### config.mk
export PLATFORM = sky130hd
export DESIGN_NAME = t5_lsu
export DESIGN_NICKNAME = d
export VERILOG_FILES = /design/src/rtl/t5_pkg.sv /design/src/rtl/t5_lane.sv /design/src/rtl/t5_lsu.sv
export SDC_FILE = /design/constraint.sdc
export NUM_CORES = 1
export LEC_CHECK = 0
export ABC_CLOCK_PERIOD_IN_PS = 8510
export BUFFER_PORTS_ARGS = -buffer_cell sky130_fd_sc_hd__buf_2
export CAP_MARGIN = 20
export CORE_AREA = 3 3 104 126
export DETAILED_ROUTE_END_ITERATION = 8
export DIE_AREA = 0 0 107 129
export PLACE_DENSITY = 0.83
export SLEW_MARGIN = 30
export SYNTH_ARGS = -nofsm -noshare
export SYNTH_HDL_FRONTEND = slang
export SYNTH_SLANG_ARGS = --single-unit
### constraint.sdc
create_clock -name sclk -period 8.51 [get_ports sclk]
set_input_delay 1.702 -clock sclk [delete_from_list [all_inputs] [get_ports sclk]]
set_output_delay 1.702 -clock sclk [all_outputs]
set_load 0.05 [all_outputs]
### src/rtl/t5_pkg.sv
// Shared t5 pipeline constants: opcodes, X-stage strobe encoding, LSU states.
package t5_pkg;

    localparam logic [4:0] OPC_LOAD  = 5'b00000;
    localparam logic [4:0] OPC_STORE = 5'b01000;
    localparam logic [4:0] OPC_NOP   = 5'b00100;

    localparam logic [1:0] XSTB_ALU = 2'b00;
    localparam logic [1:0] XSTB_LD  = 2'b01;
    localparam logic [1:0] XSTB_ST  = 2'b10;
    localparam logic [1:0] XSTB_NOP = 2'b11;

    // funct3[13:12] access size
    localparam logic [1:0] SZ_BYTE = 2'b00;
    localparam logic [1:0] SZ_HALF = 2'b01;

    typedef enum logic {
        LSU_IDLE = 1'b0,
        LSU_DONE = 1'b1
    } lsu_state_e;

endpackage

### src/rtl/t5_lane.sv
// Byte-lane select, store-data replication and misalignment detect for a
// 32-bit access; purely combinational so fetch-side alignment can reuse it.
module t5_lane
    import t5_pkg::*;
(
    input  logic [1:0]  a_i,
    input  logic [1:0]  fn3_i,
    input  logic [31:0] rs2_i,
    output logic [3:0]  sel_o,
    output logic [31:0] dto_o,
    output logic        mis_o
);

    always_comb begin
        sel_o = 4'hF;
        dto_o = rs2_i;
        mis_o = 1'b0;
        case (fn3_i)
            SZ_BYTE: begin
                sel_o = 4'b0001 << a_i;
                dto_o = {4{rs2_i[7:0]}};
            end
            SZ_HALF: begin
                sel_o = a_i[1] ? 4'hC : 4'h3;
                dto_o = {2{rs2_i[15:0]}};
                mis_o = a_i[0];
            end
            default: begin
                mis_o = |a_i;
            end
        endcase
    end

endmodule

### src/rtl/t5_lsu.sv
// Execute-stage load/store unit: registers EA/lanes/store data at D->X and
// runs the Wishbone data cycle, stalling the pipe until acknowledge.
module t5_lsu
    import t5_pkg::*;
#(
    parameter int XLEN = 32
) (
    input  logic            sclk,
    input  logic            srst,
    input  logic            sena,
    input  logic [6:2]      dopc,
    input  logic [14:12]    dfn3,
    input  logic            dkil,
    input  logic [XLEN-1:0] drs1,
    input  logic [XLEN-1:0] drs2,
    input  logic [XLEN-1:0] dimm,
    input  logic            dwb_ack,
    input  logic [XLEN-1:0] dwb_dti,
    output logic [31:2]     dwb_adr,
    output logic [XLEN-1:0] dwb_dto,
    output logic [3:0]      dwb_sel,
    output logic            dwb_cyc,
    output logic            dwb_stb,
    output logic            dwb_wre,
    output logic [XLEN-1:0] dwb_dtm,
    output logic [6:2]      xopc,
    output logic [14:12]    xfn3,
    output logic [3:0]      xsel,
    output logic [1:0]      xstb,
    output logic            xmis,
    output logic            dstl
);

    logic [XLEN-1:0] ea_d;
    logic [3:0]      sel_d;
    logic [XLEN-1:0] dto_d;
    logic            lane_mis;
    logic            is_ld, is_st, mis_d;
    logic [1:0]      xstb_d;

    logic [6:2]      xopc_q;
    logic [14:12]    xfn3_q;
    logic [3:0]      xsel_q;
    logic [1:0]      xstb_q;
    logic            xmis_q;
    logic [31:2]     xadr_q;
    logic [XLEN-1:0] dto_q;
    logic [XLEN-1:0] hold_q;
    lsu_state_e      state_q;
    logic            mem;

    assign ea_d = drs1 + dimm;

    t5_lane u_lane (
        .a_i   (ea_d[1:0]),
        .fn3_i (dfn3[13:12]),
        .rs2_i (drs2),
        .sel_o (sel_d),
        .dto_o (dto_d),
        .mis_o (lane_mis)
    );

    assign is_ld = (dopc == OPC_LOAD);
    assign is_st = (dopc == OPC_STORE);
    // ALU ops reuse funct3 for other purposes, so alignment only matters for memory ops
    assign mis_d = lane_mis & (is_ld | is_st);

    always_comb begin
        xstb_d = XSTB_ALU;
        if (dkil || mis_d) xstb_d = XSTB_NOP;
        else if (is_ld)    xstb_d = XSTB_LD;
        else if (is_st)    xstb_d = XSTB_ST;
    end

    always_ff @(posedge sclk) begin
        if (srst) begin
            xopc_q  <= OPC_NOP;
            xfn3_q  <= '0;
            xsel_q  <= 4'hF;
            xstb_q  <= XSTB_NOP;
            xmis_q  <= 1'b0;
            xadr_q  <= '0;
            dto_q   <= '0;
            hold_q  <= '0;
            state_q <= LSU_IDLE;
        end else begin
            if (sena) begin
                xopc_q <= dopc;
                xfn3_q <= dfn3;
                xsel_q <= sel_d;
                xstb_q <= xstb_d;
                xmis_q <= mis_d;
                xadr_q <= ea_d[31:2];
                dto_q  <= dto_d;
            end
            // DONE parks an ack taken while another unit stalls the pipe
            case (state_q)
                LSU_IDLE: if (mem && dwb_ack && !sena) begin
                    state_q <= LSU_DONE;
                    hold_q  <= dwb_dti;
                end
                LSU_DONE: if (sena) state_q <= LSU_IDLE;
                default:  state_q <= LSU_IDLE;
            endcase
        end
    end

    assign mem     = (xstb_q == XSTB_LD) || (xstb_q == XSTB_ST);
    assign dwb_cyc = mem && (state_q == LSU_IDLE);
    assign dwb_stb = dwb_cyc;
    assign dwb_wre = (xstb_q == XSTB_ST);
    assign dwb_adr = xadr_q;
    assign dwb_sel = xsel_q;
    assign dwb_dto = dto_q;
    assign dwb_dtm = (state_q == LSU_DONE) ? hold_q : dwb_dti;
    assign dstl    = dwb_cyc && !dwb_ack;

    assign xopc = xopc_q;
    assign xfn3 = xfn3_q;
    assign xsel = xsel_q;
    assign xstb = xstb_q;
    assign xmis = xmis_q;

endmodule

==> results.md <==
- Total wire length: 18.6 mm
- Initial Util: 0.525
- Syn. warnings: 0
- CTS hold repair buffers: 0
- Met1 Track Usage GR: 0.312
- Sequential area share after synthesis: 0.348
- Clock tree buffer depth: 2
- Post-route insts no fill: 1158
- Die H: 129 microns
- Final Cell Area: 0.00798 sq mm
- Core Footprint: 0.0121 sq mm
- Die W: 107 microns
- Sum Neg Setup Slack: 0 ps
- Reg2Reg Depth: 5
- Met3 Track Usage GR: 0.0597
- Clk_lat worst skew: 350 ps
- Critical path required time: 6810 ps
- Commonest cells in the netlist: 121 x nand2_1, 110 x dfxtp_1, 75 x nor2_1
- Number of synthesized flops with an enable pin: 0
- Area contributors post-synth: dfxtp_1 35%, mux2i_1 8.2%, nand2_1 7.2%
- Final setup viols: 0
- Max-cap violation count: 0
- Commonest register cell after synthesis: dfxtp_1
- First drt pass iteration count: 5
- Worst Hold End: hold_q[12]
- Slew Limit Fails: 0
- Mapped cell area: 0.00633 sq mm
- Hold Path Stages: 2
- Cts repair resizes: 0
- Htree depth: 3
- Reg2reg end: hold_q[2]
- Clock Tree Root: clkbuf_16
- Peak supply drop: 103 uV
- Crit path max fanout: 2
- Syn_area_per_cell: 8.21 sq um
- HPWL Detailed: 14.1 mm
- Inst Count DP: 1143
- Placer congestion estimate: 0.964
- Share of the synthesized area in the top cell type: 0.348
- Most used routing layer: met2
- Area after DPL: 0.00765 sq mm
- FF-to-FF Start: state_q
- CP Class: in2out
- DIE AREA: 0.0138 sq mm
- Antenna viol nets, final: 0
- Tcrit/Tclk final: 0.471
- Vias: 6455
- Routed len/inst: 16.1 microns
- Rows: 44
- Core Util, Final: 0.662
- 1st-iter DRT viols: 384
- Post-synth top area cell: dfxtp_1
- Clock Skews: 5.79 ps
- I/O Buffers: 257
- Synthesized net count: 945
- Initial antenna violation count: 0
- Fmax: 249 MHz
- Critical path data arrival time: 2310 ps
- Status: finished clean
- CTS tree: done
- FILL cells: 1055
- Clock-pin slew on the worst setup and hold paths: 70 ps
- Ys async rst share: 0
- N_diodes: 0
- Area Overhead vs Synth: 26.1%
- Fin Hold WS: 453 ps
- Hold wc startpoint: hold_q[12]
- First-pass GRT wire length: 28.6 mm
- Library cells used by synthesis: 55
- DRC viols: 0
- Fin nets: 1167
- Reg2reg setup slack: 6450 ps
- Max-Slew Margin vs Limit: 0.409
- Cell count after synthesis: 771
- IO Pins: 258
- Overall Global Routing Usage: 0.256
- RSZ-0062 raised after global routing: no
- Largest net degree at the start of global routing: 83
- Synthesized flop and latch total: 110
- Worst setup SP type: primary input
- Post-CTS setup buffers: 0
- Share of layout cells above drive strength 1: 0.316
- Hold Path Class: reg2reg
- Met2 usage: 0.451
- Hold violation total from the final report: 0
- Leakage: 3.75 nW
- Number of global-route vias before repair: 5807
- Dpl ws: 4290 ps
- Pwr dens: 191 mW/mm^2
- Vias/cell: 5.57
- Most frequent cell after synthesis: nand2_1
- Final WS setup: 4500 ps
- Type of element capturing the critical path: primary output
- Total power: 1.52 mW
- CTS sink count: 110
- Slew at the pin closest to its max-slew limit: 886 ps
- Min Clock Period, post-route: 4010 ps
- Total CTS buffers: 9
- Aggregate global routing overflow: 0
-- registers in the layout, summed over array words and instances, names as in the netlist --
| register | cells |
|---|---|
| dwb_dto | 32 |
| hold_q | 32 |
| dwb_adr | 30 |
| xopc | 5 |
| dwb_sel | 4 |
| xfn3 | 3 |
| xstb | 2 |
| state_q | 1 |
| xmis | 1 |
-- area by class of cell --
type / instances / area (sq um) / share of cell area
inverters: 12 / 45.0 / 0.00565
repair buffers: 260 / 1310 / 0.165
clock inverters: 4 / 77.6 / 0.00973
well taps: 161 / 201 / 0.0253
multi-input cells: 600 / 3880 / 0.487
clock buffers: 11 / 253 / 0.0317
flip-flops and latches: 110 / 2200 / 0.276
-- cell families (layout without fill, tap and decap cells) --
group | after synthesis | count (layout) | synth area share
compound gates | 196 | 196 | 0.198
xor+xnor | 17 | 17 | 0.0235
fa+ha+maj | 33 | 33 | 0.0664
buf+inv | 61 | 287 | 0.0392
flops | 110 | 110 | 0.348
mux | 85 | 85 | 0.141
simple gates | 269 | 269 | 0.184
-- cell usage in the layout (no fill, tap or decap), drive strengths merged, types with 11 or more instances in the layout --
cell,instances
mux2,33
mux2i,52
a211oi,14
buf,260
o21ai,49
nand3,18
nor3,16
nand2,121
ha,32
dfxtp,110
inv,14
nor2,75
a21oi,65
and3,11
clkbuf,11
-- worst max-delay path by stage --
stage | start | endpoint | slack (ps) | cells after the start
floorplan | dwb_ack | dstl | 4060 | 1
global placement | drs1[0] | dwb_adr[28] | 4370 | 10
detailed placement | drs1[0] | dwb_adr[28] | 4290 | 10
CTS | dwb_dti[22] | dwb_dtm[22] | 4490 | 3
global route | dwb_ack | dstl | 4490 | 3
finish | dwb_dti[22] | dwb_dtm[22] | 4500 | 3
-- critical path, stage by stage --
cell	delay, ps
buf_2	110
mux2_2	280
buf_2	220
-- layer usage --
layer | share of wire | wire, microns
met2 | 0.50 | 9270
met5 | 0 | 0
met3 | 0.077 | 1430
met4 | 0.018 | 329
met1 | 0.41 | 7580
-- power by group --
group	switching [mW]	internal, mW	leakage [nW]
Sequential	0.0193	0.551	0.904
Combinational	0.332	0.153	2.68
Clock	0.193	0.275	0.163
Note: power is estimated with default switching activity, not from simulation.
